<file path="src/rtl/core_run_monitor.sv">
// core_run_monitor: drives MIPS_Core reset, runs it for a bounded time and watches PC
// for a halt loop, a misaligned fetch or budget exhaustion.
module core_run_monitor #(
    parameter int RST_CYCLES  = 2,
    parameter int MAX_CYCLES  = 50,
    parameter int HALT_REPEAT = 4,
    parameter int CNT_W       = 16
) (
    input  logic             clk,
    input  logic             rst,
    input  logic             start,
    input  logic [31:0]      pc_in,
    output logic             core_rst,
    output logic             running,
    output logic             done,
    output logic             halt_detected,
    output logic             timeout,
    output logic             pc_err,
    output logic [CNT_W-1:0] cycle_count,
    output logic [31:0]      last_pc
);
    localparam int HW = $clog2(RST_CYCLES + 1);
    localparam int SW = $clog2(HALT_REPEAT + 1);

    typedef enum logic [1:0] {IDLE, HOLD, RUN, DONE} state_t;

    state_t           state, state_n;
    logic [HW-1:0]    hold_cnt;
    logic [SW-1:0]    same_cnt, same_n;
    logic [CNT_W-1:0] cnt_n;
    logic             pc_valid, err_c, halt_c, to_c, restart;

    // End conditions are judged on the values this RUN cycle is about to store.
    always_comb begin
        state_n = state;
        restart = 1'b0;
        cnt_n   = cycle_count + CNT_W'(1);
        same_n  = (pc_valid && pc_in == last_pc) ? same_cnt + SW'(1) : '0;
        err_c   = |pc_in[1:0];
        halt_c  = same_n == SW'(HALT_REPEAT);
        to_c    = cnt_n == CNT_W'(MAX_CYCLES);
        case (state)
            IDLE, DONE: begin
                state_n = start ? HOLD : state;
                restart = start;
            end
            HOLD:    state_n = (hold_cnt == HW'(RST_CYCLES - 1)) ? RUN : HOLD;
            default: state_n = (err_c || halt_c || to_c) ? DONE : RUN;
        endcase
    end

    always_ff @(posedge clk or posedge rst) begin
        if (rst) begin
            state         <= IDLE;
            core_rst      <= 1'b1;
            running       <= 1'b0;
            done          <= 1'b0;
            halt_detected <= 1'b0;
            timeout       <= 1'b0;
            pc_err        <= 1'b0;
            cycle_count   <= '0;
            last_pc       <= '0;
            same_cnt      <= '0;
            pc_valid      <= 1'b0;
            hold_cnt      <= '0;
        end else begin
            state    <= state_n;
            core_rst <= state_n != RUN;
            running  <= state_n == RUN;
            done     <= state_n == DONE;
            if (restart) begin
                halt_detected <= 1'b0;
                timeout       <= 1'b0;
                pc_err        <= 1'b0;
                cycle_count   <= '0;
                last_pc       <= '0;
                same_cnt      <= '0;
                pc_valid      <= 1'b0;
                hold_cnt      <= '0;
            end else if (state == HOLD) begin
                hold_cnt <= hold_cnt + HW'(1);
            end else if (state == RUN) begin
                cycle_count   <= cnt_n;
                last_pc       <= pc_in;
                pc_valid      <= 1'b1;
                same_cnt      <= same_n;
                pc_err        <= err_c;
                halt_detected <= !err_c && halt_c;
                timeout       <= !err_c && !halt_c && to_c;
            end
        end
    end
endmodule

</file>
<file path="config.mk">
export PLATFORM = sky130hd
export DESIGN_NAME = core_run_monitor
export DESIGN_NICKNAME = d
export VERILOG_FILES = /design/src/rtl/core_run_monitor.sv
export SDC_FILE = /design/constraint.sdc
export NUM_CORES = 1
export LEC_CHECK = 0
export ABC_AREA = 1
export CAP_MARGIN = 10
export CORE_MARGIN = 2
export CORE_UTILIZATION = 49
export DETAILED_ROUTE_END_ITERATION = 6
export PLACE_DENSITY = 0.8
export SLEW_MARGIN = 20
export SYNTH_ARGS = -nofsm -noshare
export SYNTH_HDL_FRONTEND = slang
export SYNTH_SLANG_ARGS = --single-unit
</file>
<file path="constraint.sdc">
create_clock -name clk -period 2.5 [get_ports clk]
set_input_delay 0.5 -clock clk [delete_from_list [all_inputs] [get_ports clk]]
set_output_delay 0.5 -clock clk [all_outputs]
set_load 0.03 [all_outputs]
</file>
==> results of run 1 <==
cell families after synthesis:
group,after synthesis
flops,62
buf+inv,86
compound gates,68
simple gates,211
fa+ha+maj,6
xor+xnor,11
registers in the layout, indices dropped and copies added, names as in the netlist:
name	flops
hold_cnt	2
cycle_count	16
state	2
same_cnt	3
done	1
timeout	1
pc_err	1
halt_detected	1
last_pc	32
running	1
core_rst	1
pc_valid	1
worst max-delay path, cell delays in order (launching register included):
cell	delay, ns
dfrtp_1	0.47
ha_1	0.33
nand2_1	0.14
nor2_2	0.11
nand2_1	0.05
nand2_1	0.06
nand2_1	0.06
nor2_1	0.09
nand2_1	0.07
nor2_2	0.08
nand3_1	0.09
nor2_2	0.17
nor2_1	0.08
nor2_2	0.10
nor2_1	0.04
final cells by class:
cell class / instances / area share (%)
sequential: 62 / 34.6
timing repair buffer: 93 / 20.8
tap: 77 / 2.15
clock inverter: 4 / 1.06
inverter: 76 / 6.36
clock buffer: 12 / 3.24
multi-input combinational: 296 / 31.8
synthesized netlist by cell type (all sizes together):
library cell / n
nor3: 5
a21oi: 3
buf: 3
ha: 6
a211oi: 1
xnor2: 6
nand3: 16
dfstp: 1
clkbuf: 7
xor2: 5
dfrtp: 61
nor2: 44
nand4: 7
o21ai: 32
o21bai: 1
a22o: 4
o22ai: 27
nand2: 139
inv: 76
layer usage:
| metal | track usage (%) | routed length [µm] | up-vias |
|---|---|---|---|
| met2 | 39.8 | 4080 | 103 |
| met3 | 6.83 | 516 | 15 |
| li1 | - | - | 1597 |
| met5 | 0 | 0 | - |
| met4 | 10.8 | 206 | 0 |
| met1 | 30.6 | 3540 | 1483 |
power groups by stage:
| stage | logic (mW) | registers (mW) | clock network, mW |
|---|---|---|---|
| after floorplan | 1.11 | 2.28 | 0 |
| after global placement | 2.69 | 1.70 | 0 |
| after detailed placement | 2.75 | 1.71 | 0 |
| after CTS | 2.75 | 1.71 | 0.892 |
| after global routing | 2.97 | 1.76 | 0.950 |
| final | 2.73 | 1.71 | 0.874 |
stage by stage:
step           cells  utilization (%)
4_1_cts          620             69.8
3_3_place_gp     604             66.8
2_1_floorplan    444                -
3_5_place_dp     604             66.8
5_1_grt          620             69.8
6_report         620             69.8
final timing paths:
check | depth (start not counted) | to | slack [ns]
max reg2reg | 14 | running | 0.43
min in group clk | 2 | timeout | 0.49
max | 14 | running | 0.43
max in group asynchronous | 3 | last_pc[25] | 1.48
min | 2 | last_pc[11] | 0.46
min reg2reg | 2 | timeout | 0.49
==> results.cfg, run 1 <==
[synth]
synth.distinct_cells = 23
synthAdderAreaFrac_pct = 2.27
yosys-top-cells-area = dfrtp_1 (46%), nand2_1 (16%), inv_1 (8.4%)
synthXorXnorAreaFrac_pct = 2.91
ys_ff_latch = 62
synth_top_family_by_area = simple AND/OR/NAND/NOR gates
synthMuxAreaShare_pct = 0
synth_simple_gate_area_share_pct = 26.0
yosysTopAreaCell = dfrtp_1
syn_avg_cell_area_um2 = 7.45
yosysTopAreaCellShare_pct = 46.2
seq_area_frac_synth_pct = 47.0
synth-compound-area-share_pct = 11.9
synthCells = 444
syn_nets = 485
netlist_area_um2 = 3310
ys_warn_count = 0

[final_layout]
finalNetCount = 579
diodes = 0
layout_commonest_cell = nand2_1
layout_common_cells = nand2_1 (137), clkdlybuf4s50_1 (88), inv_1 (73)
nFillCells = 549
multi_input_area_um2 = 1430
fin_area_um2 = 4480
drive_gt1_share_pct = 6.08
area_growth_pct = 35.7
regArea_um2 = 1550

[worst_setup_path]
arrival_ns = 2.29
crit_fanout = 7
crit_start = cycle_count[0]
worstSetupEndpointType = flop
regToRegStartpoint = cycle_count[0]
worstSetupPathType = flop to flop
required_ns = 2.72
worst_setup_path_start_kind = flop

[cts]
cts_buffers = 9
root_buffer = clkbuf_8
postCtsSetupBuffers = 0
cts_resized = 0
cts_tree = yes
postCtsHoldBufs = 0
clock_latency_ns = 0.34
clock-sinks = 62
htree_num_levels = 3
clock_path_buffers = 2
clk_pin_slew_ns = 0.07

[sta]
fin_crit_sh_pct = 82.9
worst_slew_pin_slew_ns = 0.392
slew_headroom_pct = 73.9
skew_ns = 0.00948
drv_slew = 0
fin_ws_ns = 0.427
rsz0062_at_grt = no
setup_viol = 0
hold_viol_final = 0
fin_hold_ws_ns = 0.457
finalCriticalPeriod_ns = 2.07
fmax_mhz = 482
fin_tns_setup_ns = 0

[power_and_ir_drop]
power.switching_mw = 2.37
p_per_area_nw_per_um2 = 1190
comb_power_share_pct = 51.4
p_clk_share_pct = 16.4
ir_drop_mv = 0.839
p_sw_share_pct = 44.5
power.total_mw = 5.32
seq_power_share_pct = 32.2
p_int_mw = 2.95
p_leak_nw = 2.12

[floorplan]
ios = 89
initial_utilization_pct = 51.5
rows = 29
die_y_um = 86.1
core_area_um2 = 6420
die_x_um = 86.1
die-area_um2 = 7420

[route]
viasPerCell = 5.16
vias = 3198
wl_per_cell_um = 13.5
final_antenna_net_count = 0
totalWireLength_um = 8340
drtIter0Drc = 177
drt_pass1_iterations = 5
drc = 0

[placed_design]
place_area_um2 = 4290
gp_congestion = 0.846
dpl.hpwl_um = 6190
pre_cts_slack_ns = 0.219
portBuffers = 88

[global_route]
grt_max_degree = 47
grt-ovfl-total = 0
grt.total_usage_pct = 24.5
grt_pass1_vias = 3110
grt_pass1_wl_um = 14100
antenna_found_initial = 0

[flow_run]
drv_cap = 0

[worst_hold_path]
hold_class = input pin to async pin

[outcome]
status = finished clean
Note: power is estimated with default switching activity, not from simulation.
==> run 2: changes to the inputs <==
--- a/config.mk
+++ b/config.mk
@@ -8,9 +8,9 @@
 export ABC_AREA = 1
 export CAP_MARGIN = 10
 export CORE_MARGIN = 2
-export CORE_UTILIZATION = 49
+export CORE_UTILIZATION = 44
 export DETAILED_ROUTE_END_ITERATION = 6
-export PLACE_DENSITY = 0.8
+export PLACE_DENSITY = 0.76
 export SLEW_MARGIN = 20
 export SYNTH_ARGS = -nofsm -noshare
 export SYNTH_HDL_FRONTEND = slang
==> constraint.sdc (replaced) <==
create_clock -name clk -period 1.8 [get_ports clk]
set_input_delay 0.36 -clock clk [delete_from_list [all_inputs] [get_ports clk]]
set_output_delay 0.36 -clock clk [all_outputs]
set_load 0.03 [all_outputs]
==> run 2 against run 1 <==
Against the previous run: highest routed layer unchanged; sequential share of layout area down 2.6 points; largest cell class unchanged; register-to-register slack worse by 0.46 ns; fmax up 13%; setup slack worse by 0.46 ns; clock skew down 0.0040 ns; utilization down 2.7 points; first-iteration DRC count up 21%; flip-flop and latch count unchanged; routed wire length up 9.3%; clock power up 45%; the run now ends with setup timing left.
==> results.cfg, run 2 (same netlist as run 1, synthesis figures left out) <==
[worst_setup_path]
slowest_stage = dfrtp_2
worst_setup_path_start_kind = flop
ff2ff_setup_slack_ns = -0.03
r2r_cells = 13
required_ns = 2.03
crit_fanout = 4
worstSetupEndpointType = flop
crit_chain = ha_4 > inv_1 > nand2_1 > nand2_1 > nand2_1 > nor3_1 > nand2_1 > nor2_2 > nand3_2 > nor2_4 > nor2_2 > nor2_2 > nor2_1
crit_top_cell = nand2_1
rr_endpoint = running
crit_family = simple AND/OR/NAND/NOR gates
arrival_ns = 2.06
worstSetupPathType = flop to flop
regToRegStartpoint = cycle_count[1]
critPathBufInv = 1
cpPeakStageDelay_ns = 0.42

[final_layout]
finalNetCount = 612
largest_reg_flops = 32
diodes = 0
nFillCells = 633
regMostFlops = last_pc
layout_commonest_cell = nand2_1
drive_gt1_share_pct = 14.4
layout_common_cells = nand2_1 (135), inv_1 (71), dfrtp_1 (57)
area_growth_pct = 47.3
top_regs = last_pc x32, cycle_count x16, same_cnt x3

[sta]
drv_slew = 0
fin_tns_setup_ns = -0.0279
hold_viol_final = 0
fin_ws_ns = -0.0279
fmax_mhz = 547
worst_slew_pin_slew_ns = 0.356
fin_crit_sh_pct = 102
rsz0062_at_grt = yes
setup_viol = 1
finalCriticalPeriod_ns = 1.83
slew_headroom_pct = 76.2
skew_ns = 0.00544

[power_and_ir_drop]
p_leak_nw = 2.55
ir_drop_mv = 0.883
p_per_area_nw_per_um2 = 1580

[floorplan]
die_y_um = 90.7
core_area_um2 = 7250
initial_utilization_pct = 45.6
die_x_um = 90.7
rows = 31
die-area_um2 = 8220
ios = 89

[route]
final_antenna_net_count = 0
drc = 0
drt_pass1_iterations = 4
drtIter0Drc = 214
vias = 3281
viasPerCell = 4.86
totalWireLength_um = 9110
wl_per_cell_um = 13.5

[global_route]
grt_max_degree = 63
grt.total_usage_pct = 23.0
grt_pass1_wl_um = 15100
grt_pass1_vias = 3323
grt-ovfl-total = 0
antenna_found_initial = 0

[placed_design]
dpl.hpwl_um = 6700
pre_cts_slack_ns = -0.283
portBuffers = 88
gp_congestion = 0.866

[cts]
cts_buffers = 9
cts_tree = yes
root_buffer = clkbuf_8
clock_latency_ns = 0.35
htree_num_levels = 3
clock-sinks = 62
clk_pin_slew_ns = 0.07
clock_path_buffers = 2

[flow_run]
drv_cap = 0

[outcome]
violations = setup timing
status = finished, violations left

[worst_hold_path]
hold_class = input pin to async pin
run 2: changes by cell type in the layout (fill, tap and decap cells not counted), moves of 4 or more:
cell / previous run / this run
nand3_2: 0 / 4
dfrtp_2: 0 / 4
dlygate4sd2_1: 0 / 18
dfrtp_1: 61 / 57
dlymetal6s2s_1: 0 / 14
nand3_1: 16 / 12
buf_4: 4 / 35
clkdlybuf4s50_1: 88 / 56
run 2: worst max path at each step:
stage / start / to / slack, ns / cells past startpoint
final: cycle_count[1] / running / -0.03 / 13
after detailed placement: pc_in[22] / running / -0.28 / 14
after CTS: cycle_count[0] / running / -0.05 / 13
after global placement: pc_in[22] / running / -0.25 / 14
after global routing: cycle_count[1] / running / -0.15 / 13
after floorplan: cycle_count[0] / running / -0.04 / 14
run 2: metal layers:
layer / wire [µm] / GRT usage (%)
met4: 161 / 8.72
met5: 0 / 0
met1: 3960 / 27.9
met2: 4570 / 39.9
met3: 417 / 4.92
run 2: cell type report:
class | instances | area [µm²] | share of cell area (%)
clock buffers | 12 | 155 | 3.19
well taps | 99 | 124 | 2.54
clock inverters | 4 | 45.0 | 0.925
multi-input cells | 296 | 1490 | 30.6
flip-flops and latches | 62 | 1560 | 32.0
inverters | 76 | 289 | 5.94
repair buffers | 126 | 1210 | 24.8
run 2: power by group:
| group | internal, mW | leakage [nW] | switching [mW] | total [mW] |
|---|---|---|---|---|
| Combinational | 1.65 | 1.65 | 2.43 | 4.08 |
| Clock | 0.709 | 0.106 | 0.563 | 1.27 |
| Sequential | 1.93 | 0.794 | 0.419 | 2.35 |
run 2: timing repair:
item	CTS	global route
hold buffers	0	0
endpoints found under the setup margin	25	65
setup buffers	0	2
pin swaps	2	10
gates resized for setup	22	31
run 2: worst register-to-register path, stage by stage, from the launching register on:
cell	delay (ns)
dfrtp_2	0.42
ha_4	0.19
inv_1	0.05
nand2_1	0.04
nand2_1	0.08
nand2_1	0.06
nor3_1	0.16
nand2_1	0.11
nor2_2	0.15
nand3_2	0.09
nor2_4	0.13
nor2_2	0.05
nor2_2	0.13
nor2_1	0.05
run 2: stage by stage:
stage          power (mW)  cell area, µm²  utilization (%)  hold slack, ns  cells
3_5_place_dp         6.43            4570             63.0           0.476    657
6_report             7.70            4870             67.1           0.439    675
3_3_place_gp         6.35            4570             63.0           0.475    657
4_1_cts              7.62            4760             65.6           0.461    673
5_1_grt              8.19            4870             67.1           0.478    675
2_1_floorplan        4.71            3310                -           0.447    444
==> run 3: changes to the inputs <==
--- a/config.mk
+++ b/config.mk
@@ -11,6 +11,7 @@
 export CORE_UTILIZATION = 44
 export DETAILED_ROUTE_END_ITERATION = 6
 export PLACE_DENSITY = 0.76
+export SETUP_SLACK_MARGIN = 0.4
 export SLEW_MARGIN = 20
 export SYNTH_ARGS = -nofsm -noshare
 export SYNTH_HDL_FRONTEND = slang
==> run 3 against run 2 <==
Against the previous run: the flow still finishes with violations (setup timing); combinational power grew 52%; final cell count up 5.5%; flip-flop and latch count stayed put; cell area grew 16%; sequential power up 3%; sequential share of layout area fell by 4.3 points; register-to-register slack got worse by 0.14 ns; first-iteration DRC count is 0.93% higher; clock power shrank 15%.
==> results.cfg, run 3 (same netlist as run 1, synthesis figures left out) <==
[outcome]
status = finished, violations left
violations = setup timing

[final_layout]
drive_gt1_share_pct = 40.9
layout_common_cells = nand2_1 (115), inv_1 (64), dfrtp_1 (55)
largest_reg_flops = 32
layout_commonest_cell = nand2_1
regMostFlops = last_pc
top_regs = last_pc x32, cycle_count x16, same_cnt x3
diodes = 0
finalNetCount = 649
area_growth_pct = 70.6

[route]
vias = 3869
totalWireLength_um = 12700
drtIter0Drc = 216
wl_per_cell_um = 17.8
viasPerCell = 5.43
final_antenna_net_count = 0
drt_pass1_iterations = 5
drc = 0

[sta]
setup_viol = 5
drv_slew = 0
worst_slew_pin_slew_ns = 0.385
fin_ws_ns = -0.169
hold_viol_final = 0
skew_ns = 0.00723
rsz0062_at_grt = yes
slew_headroom_pct = 74.2
fin_crit_sh_pct = 109
fin_hold_ws_ns = 0.275
finalCriticalPeriod_ns = 1.97
fmax_mhz = 508

[floorplan]
ios = 89
die_y_um = 90.7
die_x_um = 90.7
die-area_um2 = 8220
initial_utilization_pct = 45.6
rows = 31
core_area_um2 = 7250

[worst_setup_path]
required_ns = 2.03
regToRegStartpoint = cycle_count[1]
arrival_ns = 2.20
cpPeakStageDelay_ns = 0.46
worstSetupEndpointType = flop
r2r_cells = 13
ff2ff_setup_slack_ns = -0.17
crit_fanout = 5
worst_setup_path_start_kind = flop
crit_family = simple AND/OR/NAND/NOR gates
critPathBufInv = 1
slowest_stage = dfrtp_2
rr_endpoint = running
worstSetupPathType = flop to flop
crit_chain = ha_4 > nand2_4 > inv_2 > nand2_1 > nand2_1 > nor3_2 > nand2_1 > nor2_2 > nand3_2 > nor2_4 > nor2_2 > nor2_2 > nor2_1

[worst_hold_path]
hold_class = input pin to async pin

[global_route]
grt_pass1_vias = 3969
grt-ovfl-total = 0
grt_pass1_wl_um = 19300
grt.total_usage_pct = 30.1
grt_max_degree = 41
antenna_found_initial = 0

[placed_design]
pre_cts_slack_ns = -0.287
dpl.hpwl_um = 6710
portBuffers = 88
gp_congestion = 0.895

[cts]
root_buffer = clkbuf_8
clock_path_buffers = 2
htree_num_levels = 3
clock-sinks = 62
clock_latency_ns = 0.35
cts_buffers = 9
cts_tree = yes
postCtsHoldBufs = 0
clk_pin_slew_ns = 0.06

[power_and_ir_drop]
power.switching_mw = 4.43
ir_drop_mv = 1.06
p_leak_nw = 2.78
p_clk_share_pct = 11.2
p_int_mw = 5.28
comb_power_share_pct = 64.0
p_sw_share_pct = 45.6
seq_power_share_pct = 24.8
p_per_area_nw_per_um2 = 1720

[flow_run]
drv_cap = 0
-- run 3: cell type report --
| type | instances | area (µm²) |
|---|---|---|
| inverter | 76 | 309 |
| fill | 461 | 1620 |
| multi-input combinational | 296 | 1920 |
| timing repair buffer | 163 | 1560 |
| sequential | 62 | 1560 |
| clock inverter | 1 | 5.00 |
| clock buffer | 15 | 156 |
| tap | 99 | 124 |
-- run 3: worst max path at each step --
stage | cells after the start | startpoint | slack [ns] | end
after global routing | 11 | cycle_count[1] | -0.24 | running
after global placement | 14 | pc_in[0] | -0.20 | running
after detailed placement | 14 | pc_in[1] | -0.29 | running
final | 13 | cycle_count[1] | -0.17 | running
after CTS | 13 | cycle_count[0] | -0.02 | running
after floorplan | 14 | cycle_count[0] | 0.07 | running
-- run 3: power groups by stage --
| stage | combinational, mW | sequential [mW] | clock (mW) |
|---|---|---|---|
| finish | 6.21 | 2.41 | 1.08 |
| global route | 6.54 | 2.46 | 1.14 |
| CTS | 5.69 | 2.36 | 1.07 |
| detailed placement | 4.14 | 2.38 | 0 |
| global placement | 4.05 | 2.37 | 0 |
| floorplan | 1.79 | 3.19 | 0 |
-- run 3: worst register-to-register path, delay by kind of cell (launching register included) --
family        cells  cell delay, ns
fa+ha+maj         1            0.20
flops             1            0.46
simple gates     11            1.15
buf+inv           1            0.04
-- run 3: what timing repair did --
action                                  in CTS  in global routing
cloned                                       8                  0
pin swaps                                   40                 24
endpoints found under the setup margin     113                 89
gates resized for setup                    376                 95
buffers inserted                            30                  4
-- run 3: per-stage QoR --
step | std cells | total power [mW] | area [µm²] | utilization, % | setup TNS [ns]
floorplan | 444 | 4.98 | 3440 | - | 0
global placement | 654 | 6.42 | 4620 | 63.7 | -1.19
detailed placement | 654 | 6.53 | 4620 | 63.7 | -1.97
CTS | 708 | 9.12 | 5530 | 76.2 | -0.0228
global route | 712 | 10.1 | 5640 | 77.7 | -0.947
finish | 712 | 9.70 | 5640 | 77.7 | -0.554
-- run 3: routing by layer --
layer | vias to the layer above | routed length (µm) | GRT usage, %
met2 | 205 | 6620 | 54.7
met1 | 1846 | 4420 | 33.0
met4 | 0 | 772 | 15.9
met5 | - | 0 | 0
met3 | 74 | 889 | 5.68
li1 | 1744 | - | -
